--- src/rtl/wrr_arb_pkg.sv ---
// Shared helpers for the weighted round-robin arbiter: effective weight and
// circular first-one search from a priority pointer.
package wrr_arb_pkg;

   // Upper bound on NumIn supported by the circular search helper.
   localparam int unsigned MaxNumIn = 256;

   function automatic int unsigned weff(input int unsigned w);
      return (w == 32'd0) ? 32'd1 : w;
   endfunction

   // First set bit of req at or after ptr, wrapping modulo n; 0 when none set.
   function automatic int unsigned first_one_from(input logic [MaxNumIn-1:0] req,
                                                  input int unsigned ptr,
                                                  input int unsigned n);
      int unsigned idx;
      logic        found;
      first_one_from = 32'd0;
      found          = 1'b0;
      for (int unsigned i = 0; i < MaxNumIn; i++) begin
         idx = ptr + i;
         if (idx >= n) begin
            idx = idx - n;
         end else begin
            idx = idx;
         end
         if (i < n && !found && req[idx[7:0]]) begin
            found          = 1'b1;
            first_one_from = idx;
         end else begin
            found = found;
         end
      end
   endfunction

endpackage

--- src/rtl/wrr_arb_chk.sv ---
// Protocol properties of the arbiter output and the stalled-request assumption.
module wrr_arb_chk #(
   parameter int   NumIn    = 8,
   parameter int   IdxWidth = 3,
   parameter logic LockIn   = 1'b1
) (
   input logic                clk_i,
   input logic                rst_ni,
   input logic                flush_i,
   input logic [NumIn-1:0]    req_i,
   input logic                gnt_i,
   input logic                req_o,
   input logic [NumIn-1:0]    gnt_o,
   input logic [IdxWidth-1:0] idx_o
);

   logic [NumIn-1:0] w_idx_mask;
   logic             w_stall;

   // Decode the reported winner and detect a lock-worthy stall.
   always_comb begin
      w_idx_mask = NumIn'(1) << idx_o;
      w_stall    = LockIn & req_o & ~gnt_i & ~flush_i;
   end

   a_gnt_onehot0: assert property (@(posedge clk_i) disable iff (!rst_ni)
      $onehot0(gnt_o)) else $error("gnt_o not one-hot0");

   a_gnt_needs_gnt_i: assert property (@(posedge clk_i) disable iff (!rst_ni)
      (|gnt_o) |-> gnt_i) else $error("gnt_o without gnt_i");

   a_gnt_at_idx: assert property (@(posedge clk_i) disable iff (!rst_ni)
      (gnt_i && req_o) |-> |(gnt_o & w_idx_mask)) else $error("grant not at idx_o");

   a_stall_idx_stable: assert property (@(posedge clk_i) disable iff (!rst_ni)
      w_stall |=> $stable(idx_o)) else $error("idx_o moved during stall");

   a_stall_req_held: assert property (@(posedge clk_i) disable iff (!rst_ni)
      w_stall |=> |(req_i & $past(w_idx_mask))) else $error("stalled request dropped");

endmodule

--- src/rtl/wrr_prio_sel.sv ---
// Combinational circular priority select: first requester at or after the
// pointer, returned as valid flag, binary index and one-hot vector.
module wrr_prio_sel
   import wrr_arb_pkg::*;
#(
   parameter int NumIn    = 8,
   parameter int IdxWidth = 3
) (
   input  logic [NumIn-1:0]    req_i,
   input  logic [IdxWidth-1:0] ptr_i,
   output logic                valid_o,
   output logic [IdxWidth-1:0] idx_o,
   output logic [NumIn-1:0]    onehot_o
);

   logic [MaxNumIn-1:0] w_req_ext;
   int unsigned         w_idx;

   // Zero-extend the request vector and run the circular search.
   always_comb begin
      w_req_ext            = '0;
      w_req_ext[NumIn-1:0] = req_i;
      w_idx                = first_one_from(w_req_ext, 32'(ptr_i), NumIn);
      valid_o              = |req_i;
      idx_o                = IdxWidth'(w_idx);
      if (valid_o) begin
         onehot_o = NumIn'(1) << w_idx;
      end else begin
         onehot_o = '0;
      end
   end

endmodule

--- src/rtl/wrr_arb_tree.sv ---
// Weighted round-robin arbiter: each input may take up to its weight in
// consecutive grants before priority moves on; decision locked while stalled.
module wrr_arb_tree
   import wrr_arb_pkg::*;
#(
   parameter int   NumIn       = 8,
   parameter int   DataWidth   = 32,
   parameter int   WeightWidth = 4,
   parameter logic LockIn      = 1'b1,
   parameter int   IdxWidth    = (NumIn > 1) ? $clog2(NumIn) : 1
) (
   input  logic                                clk_i,
   input  logic                                rst_ni,
   input  logic                                flush_i,
   input  logic [NumIn-1:0][WeightWidth-1:0]   weight_i,
   input  logic [NumIn-1:0]                    req_i,
   output logic [NumIn-1:0]                    gnt_o,
   input  logic [NumIn-1:0][DataWidth-1:0]     data_i,
   output logic                                req_o,
   input  logic                                gnt_i,
   output logic [DataWidth-1:0]                data_o,
   output logic [IdxWidth-1:0]                 idx_o
);

   assign req_o = |req_i;

   if (NumIn == 1) begin : g_pass
      logic w_unused;
      assign w_unused = ^{weight_i, flush_i};

      // Single requester: straight passthrough.
      always_comb begin
         idx_o = '0;
         gnt_o = req_i & {NumIn{gnt_i}};
         if (req_o) begin
            data_o = data_i[0];
         end else begin
            data_o = '0;
         end
      end
   end else begin : g_arb
      logic [IdxWidth-1:0]    r_rr;
      logic [WeightWidth-1:0] r_cnt;
      logic                   r_lock;
      logic [IdxWidth-1:0]    r_lock_idx;
      logic                   w_sel_valid;
      logic [IdxWidth-1:0]    w_sel_idx;
      logic [NumIn-1:0]       w_sel_onehot;
      logic [IdxWidth-1:0]    w_win;
      logic                   w_hs;
      int unsigned            w_used;
      int unsigned            w_weff;
      logic                   w_unused;

      assign w_unused = ^{w_sel_valid, w_sel_onehot};

      wrr_prio_sel #(
         .NumIn    (NumIn),
         .IdxWidth (IdxWidth)
      ) u_prio_sel (
         .req_i    (req_i),
         .ptr_i    (r_rr),
         .valid_o  (w_sel_valid),
         .idx_o    (w_sel_idx),
         .onehot_o (w_sel_onehot)
      );

      // Winner selection, outputs and credit accounting for this cycle.
      always_comb begin
         if (r_lock) begin
            w_win = r_lock_idx;
         end else begin
            w_win = w_sel_idx;
         end
         w_hs   = req_o & gnt_i;
         w_weff = weff(32'(weight_i[w_win]));
         if (w_win == r_rr) begin
            w_used = 32'(r_cnt) + 32'd1;
         end else begin
            w_used = 32'd1;
         end
         gnt_o = '0;
         if (req_o) begin
            idx_o  = w_win;
            data_o = data_i[w_win];
            gnt_o[w_win] = gnt_i;
         end else begin
            idx_o  = '0;
            data_o = '0;
         end
      end

      // Pointer/credit/lock state; flush wins over a same-cycle handshake.
      always_ff @(posedge clk_i or negedge rst_ni) begin
         if (!rst_ni) begin
            r_rr       <= '0;
            r_cnt      <= '0;
            r_lock     <= 1'b0;
            r_lock_idx <= '0;
         end else if (flush_i) begin
            r_rr       <= '0;
            r_cnt      <= '0;
            r_lock     <= 1'b0;
            r_lock_idx <= '0;
         end else begin
            if (w_hs) begin
               if (w_used < w_weff) begin
                  r_rr  <= w_win;
                  r_cnt <= WeightWidth'(w_used);
               end else begin
                  r_rr  <= (w_win == IdxWidth'(NumIn - 1)) ? '0 : w_win + IdxWidth'(1);
                  r_cnt <= '0;
               end
            end else begin
               r_rr  <= r_rr;
               r_cnt <= r_cnt;
            end
            r_lock     <= LockIn & req_o & ~gnt_i;
            r_lock_idx <= w_win;
         end
      end
   end

   wrr_arb_chk #(
      .NumIn    (NumIn),
      .IdxWidth (IdxWidth),
      .LockIn   (LockIn)
   ) u_chk (
      .clk_i   (clk_i),
      .rst_ni  (rst_ni),
      .flush_i (flush_i),
      .req_i   (req_i),
      .gnt_i   (gnt_i),
      .req_o   (req_o),
      .gnt_o   (gnt_o),
      .idx_o   (idx_o)
   );

endmodule

--- config.mk ---
export PLATFORM = sky130hd
export DESIGN_NAME = wrr_arb_tree
export DESIGN_NICKNAME = d
export VERILOG_FILES = /design/src/rtl/wrr_arb_pkg.sv /design/src/rtl/wrr_arb_chk.sv /design/src/rtl/wrr_prio_sel.sv /design/src/rtl/wrr_arb_tree.sv
export SDC_FILE = /design/constraint.sdc
export NUM_CORES = 1
export LEC_CHECK = 0
export ABC_AREA = 0
export CAP_MARGIN = 10
export CELL_PAD_IN_SITES_DETAIL_PLACEMENT = 1
export CELL_PAD_IN_SITES_GLOBAL_PLACEMENT = 1
export CORE_UTILIZATION = 19
export CTS_CLUSTER_DIAMETER = 100
export DETAILED_ROUTE_END_ITERATION = 12
export PLACE_DENSITY = 0.87
export SYNTH_ARGS = -nofsm -noshare
export SYNTH_HDL_FRONTEND = slang
export SYNTH_HIERARCHICAL = 1
export SYNTH_SLANG_ARGS = --single-unit
export TNS_END_PERCENT = 1
--- constraint.sdc ---
create_clock -name clk_i -period 4.9 [get_ports clk_i]
set_input_delay 0.49 -clock clk_i [delete_from_list [all_inputs] [get_ports clk_i]]
set_output_delay 0.49 -clock clk_i [all_outputs]
set_load 0.03 [all_outputs]
==> results by group <==
Clock tree
  – Clock Sink Count: 11
  – Root Buffer: clkbuf_16
  – Clk pin slew, worst setup/hold paths: 50 ps
  – Buffer levels on the longest clock path: 2
  – Number of clock buffers inserted by TritonCTS: 3
  – H-Tree Depth: 1
  – Clock latency at the later pin of the worst-skew pair: 250 ps
  – Hold buffer count at CTS: 0
  – Clock tree from TritonCTS: done

GRT
  – Number of global-route vias before repair: 7542
  – Antenna violations before repair: 0
  – Maximum number of pins on one net before global-route repair: 45
  – Grt ovf: 0
  – Global-route wire length before repair: 43500 um
  – Total routing resource utilization after global routing: 0.252

Timing
  – PnR worst setup slack: -205 ps
  – Final Hold Viols: 0
  – Slew at the pin closest to its max-slew limit: 829 ps
  – Number of slew-limit violations in the final report: 0
  – Setup Skew: 9.20 ps
  – Fmax: 196 MHz
  – Min cycle time layout: 5110 ps
  – Unrepaired setup endpoints after global routing: true
  – Final setup fails: 32
  – Max-Slew Margin vs Limit: 0.446
  – Share of the clock period used by the worst path: 1.04

Routing
  – DRC violation count after routing: 0
  – Detail Route Antenna Nets: 0
  – Mean routed wirelength per cell: 22.9 um
  – Total via count after detailed routing: 7465
  – Mean number of vias per cell: 5.37
  – Total length of routed wires: 31800 um
  – First drt pass iteration count: 5
  – Drt initial violations: 383

Setup path
  – CP delay by family, top: compound AO/OA/AOI/OAI gates
  – Most common cell type on the critical path: buf_6
  – CP startpoint kind: flip-flop
  – CP max-delay cell: mux4_2
  – Arrival @ worst endpoint: 5250 ps
  – Crit-path cells: inv_2, ha_4, buf_4, mux2_4, mux4_2, a21oi_4, buf_6, o21a_1, o21ai_2, a211oi_2, nor2_2, mux2i_4, buf_6, nor2_4, buf_4, a32oi_1, nand2_1, ha_1, o211ai_1, a31oi_4, o21ai_4, buf_6, a21o_1, a311oi_2
  – Data required time of the critical path: 5050 ps
  – Crit path buffers/inverters: 6
  – Category of the most critical setup path: reg -> reg
  – Critical path capture point type: flip-flop
  – CP Max Fanout: 7
  – Largest stage delay on the critical path: 530 ps

Placed design
  – Global placement routability congestion: 0.956
  – Number of buffers inserted by port buffering: 343
  – DP HPWL: 23200 um

Die
  – Effective utilization at floorplan: 0.193
  – Die width: 151 um
  – I/O pins: 344
  – Core Box Area: 21800 um2
  – Die Ht: 151 um
  – Std-Cell Rows: 54
  – Die Area: 22800 um2

Job
  – Number of max-cap violations: 0

Finish
  – Number of nets in the layout: 1419
  – Count of inserted antenna diode cells: 0
  – Post-synthesis to final-layout area growth: 136%
  – Filler cells: 2586
  – Post-route core utilization: 0.457
  – Fraction of layout instances using a drive strength above 1: 0.307

Run status
  – Violated checks: negative setup slack
  – Outcome: finished with violations

Synth
  – Cell area after synthesis: 4210 um2
  – Warnings from Yosys: 6
  – Post-synthesis net count: 974
  – Cells after synthesis: 665
  – Mean instance size in the synthesized netlist: 6.33 um2

Min path
  – Type of the worst min-delay path: reg -> reg
## repair_timing
item	in CTS	in global routing
buffers inserted	15	23
pin swaps	21	42
endpoints found under the setup margin	42	38
gates resized for setup	74	94
cloned	1	2
## sequential cells by signal (all words and copies together), names as in the netlist
| signal | count |
|---|---|
| g_arb.r_lock | 1 |
| g_arb.r_cnt | 4 |
| g_arb.r_rr | 3 |
| g_arb.r_lock_idx | 3 |
## stage by stage
stage	setup slack [ps]	instance area [um2]	instances	setup TNS [ps]	hold slack, ps
2_1_floorplan	-120	4390	665	-1890	194
3_3_place_gp	-410	8830	1344	-7230	530
3_5_place_dp	-609	8830	1344	-12690	575
4_1_cts	-46.7	9330	1364	-231	598
5_1_grt	-339	9930	1389	-6180	612
6_report	-205	9930	1389	-2150	613
## placed cells by master (no fill, tap or decap), types with 4 or more instances in the layout
cell / instances
buf_4: 138
nor3_2: 7
mux2_4: 5
nand2b_1: 5
nand2_2: 6
and2_1: 8
nor3_1: 6
mux4_1: 4
nand3_1: 28
buf_6: 36
clkdlybuf4s50_1: 295
o21ai_0: 4
nor2_2: 7
dlygate4sd2_1: 8
o22ai_1: 33
clkbuf_16: 4
mux2i_4: 4
mux4_2: 11
a311oi_2: 10
o221ai_2: 4
o21ai_1: 28
inv_2: 5
a21oi_1: 12
buf_12: 16
dfrtp_1: 11
a21oi_2: 19
a31oi_1: 34
o211ai_1: 7
nand4_1: 5
nand2_4: 4
nand2_1: 165
and3_1: 6
a32oi_1: 6
mux2_2: 5
ha_1: 5
nor2_1: 52
mux2i_1: 18
## path summary, 6_finish.rpt
kind	start	slack [ps]	cells after the start	to
worst min register to register	g_arb.r_cnt[3]	610	2	g_arb.r_cnt[3]
worst min-delay path	g_arb.r_cnt[3]	610	2	g_arb.r_cnt[3]
min in group asynchronous	rst_ni	620	1	g_arb.r_lock_idx[1]
max in group asynchronous	rst_ni	3890	1	g_arb.r_rr[1]
worst max register to register	g_arb.r_rr[1]	-210	24	g_arb.r_rr[0]
worst max-delay path	g_arb.r_rr[1]	-210	24	g_arb.r_rr[0]
## area by class of cell
class	count	area, um2	share of cell area
Tap cell	280	350	0.0353
Clock buffer	3	75.1	0.00756
Sequential cell	11	275	0.0277
Timing Repair Buffer	499	4890	0.493
Multi-Input combinational cell	586	4290	0.432
Timing Repair inverter	1	5.00	0.000504
Clock inverter	1	5.00	0.000504
Inverter	8	40.0	0.00403
## worst register-to-register path: stages, from the launching register on
cell,delay [ps]
dfrtp_1,390
inv_2,100
ha_4,350
buf_4,140
mux2_4,300
mux4_2,530
a21oi_4,200
buf_6,120
o21a_1,120
o21ai_2,60
a211oi_2,220
nor2_2,100
mux2i_4,290
buf_6,180
nor2_4,40
buf_4,130
a32oi_1,260
nand2_1,100
ha_1,300
o211ai_1,160
a31oi_4,220
o21ai_4,130
buf_6,140
a21o_1,180
a311oi_2,250
## per-layer routing
metal  wire [um]  track usage  part of all wire  up-vias
li1            -            -                 -     3373
met1       12700        0.306              0.40     3641
met2       15900        0.450              0.50      355
met3        1990       0.0407             0.063       96
met4        1160       0.0785             0.036        0
met5           0            0                 0        -
Power is not shown: default switching activity piles up to over one toggle a cycle in this logic, so the estimate is an artifact.
